<file path="src/rtl/gpio_input_irq.sv">
// GPIO input conditioning: two-flop synchronizer and per-pin debounce.
// Also does edge detection into sticky W1C status and drives a level interrupt.
module gpio_input_irq #(
    parameter int ADDR_WIDTH      = 4,
    parameter int DATA_WIDTH      = 32,
    parameter int GPIO_WIDTH      = 4,
    parameter int DEBOUNCE_CYCLES = 16,
    parameter int CNT_WIDTH       = 8
) (
    input  logic                  clk,
    input  logic                  resetn,
    input  logic                  i_sel,
    input  logic                  i_we,
    input  logic [ADDR_WIDTH-1:0] i_addr,
    input  logic [DATA_WIDTH-1:0] i_wdata,
    output logic [DATA_WIDTH-1:0] o_rdata,
    input  logic [GPIO_WIDTH-1:0] i_gpio,
    output logic [GPIO_WIDTH-1:0] o_level,
    output logic                  o_irq
);

    localparam logic [ADDR_WIDTH-1:0] ADDR_RISE_EN = ADDR_WIDTH'(4'h0);
    localparam logic [ADDR_WIDTH-1:0] ADDR_FALL_EN = ADDR_WIDTH'(4'h4);
    localparam logic [ADDR_WIDTH-1:0] ADDR_STATUS  = ADDR_WIDTH'(4'h8);
    localparam logic [ADDR_WIDTH-1:0] ADDR_LEVEL   = ADDR_WIDTH'(4'hC);
    localparam logic [CNT_WIDTH-1:0]  CNT_LAST     = CNT_WIDTH'(DEBOUNCE_CYCLES - 1);
    localparam logic [CNT_WIDTH-1:0]  CNT_ONE      = CNT_WIDTH'(1);

    logic [GPIO_WIDTH-1:0] sync1;
    logic [GPIO_WIDTH-1:0] sync2;
    logic [GPIO_WIDTH-1:0] stable;
    logic [GPIO_WIDTH-1:0] stable_nxt;
    logic [CNT_WIDTH-1:0]  cnt     [GPIO_WIDTH];
    logic [CNT_WIDTH-1:0]  cnt_nxt [GPIO_WIDTH];

    logic [GPIO_WIDTH-1:0] rise_en;
    logic [GPIO_WIDTH-1:0] fall_en;
    logic [GPIO_WIDTH-1:0] status;
    logic [GPIO_WIDTH-1:0] ev_set;
    logic [GPIO_WIDTH-1:0] w1c_clr;
    logic                  wr;
    logic                  unused_ok;

    assign wr        = i_sel & i_we;
    assign unused_ok = &{1'b0, i_wdata};

    always_comb begin
        for (int unsigned i = 0; i < GPIO_WIDTH; i++) begin
            stable_nxt[i] = stable[i];
            cnt_nxt[i]    = '0;
            if (sync2[i] != stable[i]) begin
                if (cnt[i] == CNT_LAST) begin
                    stable_nxt[i] = sync2[i];
                end else begin
                    cnt_nxt[i] = cnt[i] + CNT_ONE;
                end
            end
        end
    end

    // Events are qualified by the enables as they stand on the accepting edge.
    assign ev_set  = (stable_nxt & ~stable & rise_en) | (~stable_nxt & stable & fall_en);
    assign w1c_clr = (wr && i_addr == ADDR_STATUS) ? i_wdata[GPIO_WIDTH-1:0] : '0;

    always_ff @(posedge clk or negedge resetn) begin
        if (!resetn) begin
            sync1   <= '0;
            sync2   <= '0;
            stable  <= '0;
            rise_en <= '0;
            fall_en <= '0;
            status  <= '0;
            for (int unsigned i = 0; i < GPIO_WIDTH; i++) begin
                cnt[i] <= '0;
            end
        end else begin
            sync1  <= i_gpio;
            sync2  <= sync1;
            stable <= stable_nxt;
            for (int unsigned i = 0; i < GPIO_WIDTH; i++) begin
                cnt[i] <= cnt_nxt[i];
            end
            if (wr && i_addr == ADDR_RISE_EN) begin
                rise_en <= i_wdata[GPIO_WIDTH-1:0];
            end
            if (wr && i_addr == ADDR_FALL_EN) begin
                fall_en <= i_wdata[GPIO_WIDTH-1:0];
            end
            // Set is OR-ed after the clear so a colliding event wins.
            status <= (status & ~w1c_clr) | ev_set;
        end
    end

    always_comb begin
        o_rdata = '0;
        if (i_sel && !i_we) begin
            case (i_addr)
                ADDR_RISE_EN: o_rdata = DATA_WIDTH'(rise_en);
                ADDR_FALL_EN: o_rdata = DATA_WIDTH'(fall_en);
                ADDR_STATUS:  o_rdata = DATA_WIDTH'(status);
                ADDR_LEVEL:   o_rdata = DATA_WIDTH'(stable);
                default:      o_rdata = '0;
            endcase
        end
    end

    assign o_level = stable;
    assign o_irq   = |status;

endmodule
</file>
<file path="config.mk">
export PLATFORM = sky130hd
export DESIGN_NAME = gpio_input_irq
export DESIGN_NICKNAME = d
export VERILOG_FILES = /design/src/rtl/gpio_input_irq.sv
export SDC_FILE = /design/constraint.sdc
export NUM_CORES = 1
export LEC_CHECK = 0
export ABC_CLOCK_PERIOD_IN_PS = 1400
export BUFFER_PORTS_ARGS = -buffer_cell sky130_fd_sc_hd__buf_4
export CORE_MARGIN = 1
export CORE_UTILIZATION = 45
export CTS_CLUSTER_DIAMETER = 120
export DETAILED_ROUTE_END_ITERATION = 8
export PLACE_DENSITY_LB_ADDON = 0.25
export REMOVE_ABC_BUFFERS = 1
export SLEW_MARGIN = 20
export SYNTH_ARGS = -nofsm -noshare
export SYNTH_HDL_FRONTEND = slang
export SYNTH_SLANG_ARGS = --single-unit
export TNS_END_PERCENT = 100
</file>
<file path="constraint.sdc">
create_clock -name clk -period 1.4 [get_ports clk]
set_input_delay 0.21 -clock clk [delete_from_list [all_inputs] [get_ports clk]]
set_output_delay 0.21 -clock clk [all_outputs]
set_load 0.03 [all_outputs]
</file>
Word level (Yosys, flattened, before mapping):

Index checks and enable logic that the tools add are counted.

* register bits: 56
* input port bits: 44
* output and inout port bits: 37

* add/sub/neg operators: 4
* eq/ne operators: 11
* muxes and demuxes: 19
* bitwise logic cells: 11
* reduce and logical (&&, ||, !) cells: 7

Operator list (count)
* 2-to-1 mux 8 bit: 8
* adder 8 x 1 -> 8 bit, second input constant: 4
* equality test 8 x 4 -> 1 bit, second input constant: 4
* bitwise AND 4 bit: 5
* case mux 4 bit (4 select lines): 1
* inverter 4 bit: 3
* equality test 4 bit, second input constant: 2
* 2-to-1 mux 1 bit: 8
* 2-to-1 mux 4 bit: 2
* OR 4 bit: 2
* equality test 4 x 3 -> 1 bit, second input constant: 1
* logical AND 1 bit: 4
* zero test 4 bit: 1
* inequality test 1 bit: 4
* OR reduction 4 bit: 1
* bitwise AND 1 bit: 1
* zero test 1 bit: 1

Depth between registers and ports, before layout:

Gate-level depths: netlist of run 1.

* word-level depth: 8
* mapped depth: 5

Worst setup path before layout of run 1:

Ideal clock, no wire load.

* kind: register to output
* start point: register stable[3] (netlist: o_level[3])
* end point: output o_rdata[3]
* data arrival time: 1.394 ns
* data required time: 1.190 ns
* path slack: -0.204 ns
* cell stages (with the launch flop): 4
* path buffers: 0
* path through: dfrtp_1 -> mux2_2 -> a22oi_1 -> a21oi_1

* word-level cells in the longest chain between the ends: 2

RTL lines
* start, declared: line 31 `logic [GPIO_WIDTH-1:0] stable;`
* start signal, assigned: line 79 `stable <= stable_nxt;`
* case mux 4 bit (4 select lines): line 97 `case (i_addr)`
* 2-to-1 mux 4 bit: line 96 `if (i_sel && !i_we) begin`
* end, declared: line 16 `output logic [DATA_WIDTH-1:0] o_rdata,`

Every way passes these cells.

Final worst setup path of run 1:

* start point: register status[2]
* end point: output o_irq

* word-level cells in the longest chain between the ends: 1

RTL lines
* start, declared: line 38 `logic [GPIO_WIDTH-1:0] status;`
* start signal, assigned: line 90 `status <= (status & ~w1c_clr) | ev_set;`
* OR reduction 4 bit: line 108 `assign o_irq = |status;`
* end, declared: line 19 `output logic o_irq`

Every way passes these cells.

==> flow_summary.toml, run 1 <==
[grt]
grt_start_max_net_pins = 36
grt_pass1_wl_mm = 9.95
grt_usage_pct = 19.6
overflow = 0
antenna_found_initial = 0
grt_pass1_vias = 2126

[flow_run]
max-cap-violations = 0

[placement]
post-place-ws_ns = -0.141
numPortBuffers = 24
hpwl_mm = 4.12
post_dp_cell_area_um2 = 3420
gp_congestion = 0.766

[synthesis]
yosysTopAreaCell = "dfrtp_1"
synth_edf_count = 0
synth-seq-cells = 56
synth_top_family_by_area = "simple AND/OR/NAND/NOR gates"
async_reset_ff_share_pct = 100
syn_area_um2 = 2870
yosys.area_share.simple_pct = 19.1
synth_adder_area_share_pct = 1.74
yosysWarnings = 0
ys_types = 47
syn_inst = 265
synthMuxAreaShare_pct = 6.80
synth_top_area_share_pct = 48.8
synth_seq_area_share_pct = 48.8
synthFlopType = "dfrtp_1"
syn_area_per_cell_um2 = 10.8
synth_compound_area_share_pct = 11.3
synthTopCellsByArea = "dfrtp_1 (49%), buf_4 (7.3%), mux2_2 (4.7%)"
synth-xor-area-share_pct = 3.05

[route]
antenna_left = 0
wire_per_inst_um = 13.4
drc = 0
drt_iter0_markers = 69
drt-total-wl_mm = 5.76
viasPerCell = 5.06
route.vias.total = 2179
drtPass1Iterations = 4

[cells_and_area]
antenna_cells = 0
regArea_um2 = 1400
final_common_cell = "buf_4"
design_area_um2 = 3780
syn2layout_area_growth_pct = 31.8
fillerInstances = 490
multi_input_area_um2 = 1470
drive_gt1_share_pct = 39.3
mostFrequentLayoutCells = "buf_4 (74), dfrtp_1 (55), conb_1 (28)"
final_net_count = 404

[setup_path]
r2r_end = "o_level[3]"
rrSetupSlack_ns = -0.11
crit_path_end_kind = "primary output"
r2r_cells = 3
critPathCapture = "o_irq"
critPathMaxFanout = 3
required_ns = 1.19
cp-startpoint = "status[2]"
cp.arrival_ns = 1.46
timing.rr.start = "cnt[6]"
critPathLaunchType = "register"
worstSetupPathType = "register to primary output"

[floorplan]
fp.dieArea_um2 = 6700
fp.dieW_um = 81.9
rows = 28
die_h_um = 81.9
io_pins = 81
initial_utilization_pct = 47.7
core_um2 = 6030

[sta]
hold_ws_ns = 0.147
finalCritPeriodShare_pct = 119
hold_violations = 0
setup_viol = 14
timing.fmax_ghz = 0.600
fin_ws_ns = -0.267
slew_viol_final = 0
grt_setup_unrepaired = "yes"
period_needed_ns = 1.67
skew_ns = 0.00811

[pwr]
powerDensity_nw_per_um2 = 829
ir_drop_mv = 0.554
p_leak_nw = 1.68
power_mw = 3.14

[cts]
clockBufferDepth = 2
cts_tree = "yes"
cts_num_sinks = 56
path_clk_slew_ns = 0.09
clockRootBuffer = "clkbuf_8"
cts-buffers-inserted = 5
clock_latency_ns = 0.31
htree_levels = 2

[hold_path]
hold_path_depth = 2
hold_path.class = "input pin to register"

[status]
violations = "setup timing"
outcome = "finished, violations left"
[sequential cells by signal, indices dropped and copies added (netlist names)]
signal / flops
status: 4
o_level: 4
cnt: 32
sync2: 4
sync1: 4
fall_en: 4
rise_en: 4
[Yosys cell counts, types with 3 or more instances]
cell      instances
dfrtp_1          56
buf_4            28
a21oi_1          18
nand2_1          18
o21ai_0          15
or3_1            14
nand3_1          13
mux2_2           12
nor2_1            9
xnor2_1           8
inv_1             6
nand4_1           6
nand3b_1          5
a22o_1            4
a22oi_1           4
ha_1              4
mux2_4            4
a31oi_1           3
[routing by layer]
metal | track usage, % | wire length [um] | vias to the layer above
met5 | 0 | 0 | -
met1 | 27.8 | 2860 | 1047
met3 | 3.33 | 143 | 7
met2 | 30.9 | 2700 | 39
li1 | - | - | 1086
met4 | 4.74 | 48 | 0
[what timing repair did]
action	CTS	global route
setup buffers	3	4
hold endpoints to repair	24	1
hold buffers	4	1
pin swaps	14	14
gates cloned	0	0
setup endpoints to repair	17	28
gates resized for setup	18	25
[logic make-up (layout without fill, tap and decap cells)]
kind of cell / count (synthesis) / in the layout
compound gates: 53 / 53
xor+xnor: 10 / 10
fa+ha+maj: 4 / 4
buf+inv: 37 / 101
flops: 56 / 56
mux: 16 / 16
other cells: 1 / 28
simple gates: 88 / 88
[area by class of cell]
class	count	share of cell area, %
Tap cell	75	2.48
Clock buffer	6	1.92
Clock inverter	1	0.132
Sequential cell	56	37.1
Multi-Input combinational cell	199	38.9
Inverter	6	0.595
Timing Repair Buffer	88	18.9
[power by group]
part           switching [mW]  internal [mW]
clock                   0.496          0.342
combinational           0.274          0.224
sequential             0.0910           1.71
total                   0.861           2.28
[through the flow]
step / TNS, ns / util [%] / instances
floorplan: -0.989 / - / 261
global route: -2.59 / 62.8 / 431
global placement: -1.33 / 56.7 / 413
detailed placement: -1.62 / 56.7 / 413
finish: -1.78 / 62.8 / 431
CTS: -1.91 / 60.4 / 427
[how the worst min path moves through the flow]
stage | startpoint | endpoint | slack [ns]
final | i_wdata[2] | fall_en[2] | 0.15
after global routing | i_wdata[2] | fall_en[2] | 0.13
after CTS | i_gpio[1] | sync1[1] | 0.002
after detailed placement | resetn | cnt[12] | 0.12
after global placement | resetn | cnt[12] | 0.12
after floorplan | resetn | cnt[0] | -0.09
[critical path, cell delays in order (launching register included)]
cell and delay, ns:
dfrtp_1 0.41, buf_4 0.14, or4_4 0.44, buf_6 0.16
No activity file was read; power rests on OpenSTA's default activity.
==> run 2, diff against run 1 <==
--- a/config.mk
+++ b/config.mk
@@ -5,13 +5,13 @@
 export SDC_FILE = /design/constraint.sdc
 export NUM_CORES = 1
 export LEC_CHECK = 0
-export ABC_CLOCK_PERIOD_IN_PS = 1400
+export ABC_CLOCK_PERIOD_IN_PS = 1700
 export BUFFER_PORTS_ARGS = -buffer_cell sky130_fd_sc_hd__buf_4
 export CORE_MARGIN = 1
 export CORE_UTILIZATION = 45
 export CTS_CLUSTER_DIAMETER = 120
 export DETAILED_ROUTE_END_ITERATION = 8
-export PLACE_DENSITY_LB_ADDON = 0.25
+export PLACE_DENSITY = 0.71
 export REMOVE_ABC_BUFFERS = 1
 export SLEW_MARGIN = 20
 export SYNTH_ARGS = -nofsm -noshare
==> constraint.sdc (replaced) <==
create_clock -name clk -period 1.7 [get_ports clk]
set_input_delay 0.255 -clock clk [delete_from_list [all_inputs] [get_ports clk]]
set_output_delay 0.255 -clock clk [all_outputs]
set_load 0.03 [all_outputs]
==> flow_summary.toml, run 2 (synthesis gave the netlist of run 1 again) <==
[status]
outcome = "finished, violations left"
violations = "hold timing"

[placement]
gp_congestion = 0.751
post_dp_cell_area_um2 = 3120
numPortBuffers = 24
post-place-ws_ns = 0.0332
hpwl_mm = 3.60

[grt]
grt_start_max_net_pins = 57
antenna_found_initial = 0
grt_pass1_vias = 1966
grt_usage_pct = 17.2
overflow = 0
grt_pass1_wl_mm = 8.75

[route]
route.vias.total = 2036
drt_iter0_markers = 55
wire_per_inst_um = 13.2
drt-total-wl_mm = 5.09
viasPerCell = 5.27
drtPass1Iterations = 4
antenna_left = 0
drc = 0

[sta]
period_needed_ns = 1.67
skew_ns = 0.00762
finalCritPeriodShare_pct = 98.4
setup_viol = 0
timing.slew.headroom_pct = 54.2
tightestPinTransition_ns = 0.687
timing.fmax_ghz = 0.598
hold_violations = 53
fin_ws_ns = 0.0268
grt_setup_unrepaired = "yes"
hold_ws_ns = -0.0106
slew_viol_final = 0

[setup_path]
critPathMaxFanout = 3
cp.arrival_ns = 1.42
required_ns = 1.44
critPathLaunchType = "register"
worstSetupPathType = "register to primary output"
crit_path_end_kind = "primary output"

[cells_and_area]
largest_register_ff_count = 32
antenna_cells = 0
fillerInstances = 532
design_area_um2 = 3330
syn2layout_area_growth_pct = 15.9
final_common_cell = "dfrtp_1"
top_register = "cnt"
drive_gt1_share_pct = 28.0
mostFrequentLayoutCells = "dfrtp_1 (55), buf_4 (38), conb_1 (28)"
final_net_count = 358

[cts]
cts_num_sinks = 56
clock_latency_ns = 0.31
cts_tree = "yes"
clockBufferDepth = 2
path_clk_slew_ns = 0.10
htree_levels = 2
clockRootBuffer = "clkbuf_8"
holdBufCountCts = 0
cts-buffers-inserted = 5

[floorplan]
io_pins = 81
initial_utilization_pct = 47.7
rows = 28
fp.dieW_um = 81.9
die_h_um = 81.9
core_um2 = 6030
fp.dieArea_um2 = 6700

[hold_path]
hold_path.class = "input pin to async pin"

[pwr]
p_leak_nw = 1.44
ir_drop_mv = 0.458
powerDensity_nw_per_um2 = 837

[flow_run]
max-cap-violations = 0
[run 2: path summary, 6_finish.rpt]
check,start,to,slack [ns],cells after the start
max,status[2],o_irq,0.03,2
min,resetn,sync1[2],-0.01,1
max reg2reg,cnt[5],o_level[3],0.09,3
min reg2reg,sync1[3],sync2[3],0.36,0
max in group asynchronous,resetn,o_level[1],1.24,1
min in group clk,i_gpio[3],sync1[3],0.04,1
[run 2: layout make-up]
| cell class | count | area [um^2] | area share, % |
|---|---|---|---|
| well taps | 75 | 93.8 | 2.82 |
| clock buffers | 7 | 96.3 | 2.89 |
| repair buffers | 42 | 330 | 9.92 |
| flip-flops and latches | 56 | 1400 | 42.1 |
| inverters | 6 | 22.5 | 0.677 |
| multi-input cells | 199 | 1350 | 40.6 |
| clock inverters | 1 | 30.0 | 0.902 |
[run 2: per-stage QoR]
stage	instances	TNS [ns]	power, mW	util [%]
3_3_place_gp	375	0	1.83	51.8
5_1_grt	386	-0.0131	2.91	55.2
4_1_cts	385	-0.0130	2.79	54.3
6_report	386	0	2.78	55.2
3_5_place_dp	375	0	1.84	51.8
2_1_floorplan	261	0	1.71	-
[run 2: timing repair]
item,in CTS,in global routing
setup buffers,2,1
pin swaps,0,6
resized for setup,3,12
setup endpoints to repair,3,6
[run 2: critical path, cell delays in order, from the launching register on]
cell,delay [ns]
dfrtp_1,0.41
or4_4,0.55
buf_6,0.16
[run 2: power breakdown]
part / switching [mW] / total [mW] / internal (mW)
logic: 0.206 / 0.353 / 0.147
registers: 0.0758 / 1.48 / 1.41
clock network: 0.428 / 0.949 / 0.520
[run 2: metal layers]
| metal | track usage (%) | vias to the layer above | wire [um] |
|---|---|---|---|
| li1 | - | 992 | - |
| met1 | 22.6 | 984 | 2420 |
| met2 | 27.6 | 54 | 2390 |
| met3 | 4.33 | 6 | 222 |
| met4 | 5.96 | 0 | 58 |
| met5 | 0 | - | 0 |
==> run 3, diff against run 2 <==
--- a/config.mk
+++ b/config.mk
@@ -6,12 +6,11 @@
 export NUM_CORES = 1
 export LEC_CHECK = 0
 export ABC_CLOCK_PERIOD_IN_PS = 1700
-export BUFFER_PORTS_ARGS = -buffer_cell sky130_fd_sc_hd__buf_4
 export CORE_MARGIN = 1
 export CORE_UTILIZATION = 45
 export CTS_CLUSTER_DIAMETER = 120
 export DETAILED_ROUTE_END_ITERATION = 8
-export PLACE_DENSITY = 0.71
+export DONT_BUFFER_PORTS = 1
 export REMOVE_ABC_BUFFERS = 1
 export SLEW_MARGIN = 20
 export SYNTH_ARGS = -nofsm -noshare
==> flow_summary.toml, run 3 (synthesis gave the netlist of run 1 again) <==
[cells_and_area]
top_register = "cnt"
fillerInstances = 554
mostFrequentLayoutCells = "dfrtp_1 (56), conb_1 (28), nand2_1 (18)"
antenna_cells = 0
multi_input_area_um2 = 1340
largest_register_ff_count = 32
drive_gt1_share_pct = 21.3
design_area_um2 = 3200
final_net_count = 343
regArea_um2 = 1400
final_common_cell = "dfrtp_1"
syn2layout_area_growth_pct = 11.5

[route]
drc = 0
drtPass1Iterations = 4
antenna_left = 0
wire_per_inst_um = 13.7
drt_iter0_markers = 88
route.vias.total = 1965
viasPerCell = 5.30
drt-total-wl_mm = 5.10

[floorplan]
core_um2 = 6030
rows = 28
fp.dieArea_um2 = 6700
die_h_um = 81.9
initial_utilization_pct = 47.7
fp.dieW_um = 81.9
io_pins = 81

[setup_path]
path_cells = "buf_6, or4_4"
crit_slowest_cell = "or4_4"
worstSetupPathType = "register to primary output"
required_ns = 1.44
crit_path_end_kind = "primary output"
cp.arrival_ns = 1.46
crit_family = "simple AND/OR/NAND/NOR gates"
critPathLaunchType = "register"
path_buf_inv = 1
slowest_delay_ns = 0.60
critPathMaxFanout = 3

[sta]
finalCritPeriodShare_pct = 101
hold_violations = 0
grt_setup_unrepaired = "yes"
setup_viol = 1
period_needed_ns = 1.71
fin_ws_ns = -0.0134
timing.fmax_ghz = 0.584
finalSetupTns_ns = -0.0134
slew_viol_final = 0
skew_ns = 0.00219

[cts]
htree_levels = 2
path_clk_slew_ns = 0.10
clockRootBuffer = "clkbuf_8"
cts_num_sinks = 56
cts-buffers-inserted = 5
clockBufferDepth = 2
clock_latency_ns = 0.31
cts_tree = "yes"

[grt]
grt_start_max_net_pins = 57
grt_usage_pct = 17.0
grt_pass1_vias = 1804
overflow = 0
antenna_found_initial = 0
grt_pass1_wl_mm = 8.54

[hold_path]
hold_path.class = "input pin to register"

[placement]
post_dp_cell_area_um2 = 2960
hpwl_mm = 3.51
post-place-ws_ns = 0.0912
numPortBuffers = 0
gp_congestion = 0.782

[pwr]
ir_drop_mv = 0.423
powerDensity_nw_per_um2 = 800
p_leak_nw = 1.35

[status]
outcome = "finished, violations left"
violations = "setup timing"

[flow_run]
max-cap-violations = 0
==> run 3: cell types whose count changed in the layout (fill, tap and decap cells not counted), sizes merged <==
cell / previous run / this run
buf: 42 / 22
dlygate4sd3: 0 / 5
clkinv: 0 / 2
bufinv: 1 / 0
clkbuf: 7 / 6
==> run 3: worst paths after layout <==
check                           cells after the start  startpoint    endpoint  slack [ns]
worst max-delay path                                2   status[0]       o_irq       -0.01
worst min-delay path                                1  i_wdata[1]  fall_en[1]        0.08
worst max register to register                      3      cnt[5]  o_level[3]        0.06
worst min register to register                      0    sync1[0]    sync2[0]        0.36
max in group asynchronous                           2      resetn     cnt[29]        1.01
min in group asynchronous                           2      resetn      cnt[5]        0.46
==> run 3: layer usage <==
layer	vias up	routed length, um	part of all wire [%]	track usage (%)
met5	-	0	0	0
met2	51	2380	47	25.1
li1	960	-	-	-
met4	0	68	1.3	5.96
met1	949	2380	47	23.8
met3	5	262	5.1	4.89
==> run 3: timing repair <==
item                       4_1_cts  5_1_grt
resized for setup                1       10
hold endpoints to repair        60        0
setup endpoints to repair        1        4
setup buffers                    0        3
pin swaps                        0        7
hold buffers                     6        0
==> run 3: cell type report <==
type	instances	area share, %
Sequential cell	56	43.8
Multi-Input combinational cell	199	41.9
Clock buffer	6	2.58
Inverter	6	0.703
Timing Repair Buffer	27	7.82
Clock inverter	2	0.313
Tap cell	75	2.93
==> run 3: report_power, final <==
group / switching [mW] / internal [mW] / total, mW
Combinational: 0.188 / 0.136 / 0.324
Sequential: 0.0731 / 1.41 / 1.48
Clock: 0.431 / 0.327 / 0.757
==> run 3: stage by stage <==
| step | util (%) | cells | power [mW] | hold WS [ns] |
|---|---|---|---|---|
| 2_1_floorplan | - | 261 | 1.71 | -0.0406 |
| 3_3_place_gp | 49.2 | 354 | 1.76 | -0.0382 |
| 4_1_cts | 52.1 | 368 | 2.57 | 0.0696 |
| 6_report | 53.1 | 371 | 2.56 | 0.0836 |
| 5_1_grt | 53.1 | 371 | 2.68 | 0.0655 |
| 3_5_place_dp | 49.2 | 354 | 1.76 | -0.0379 |
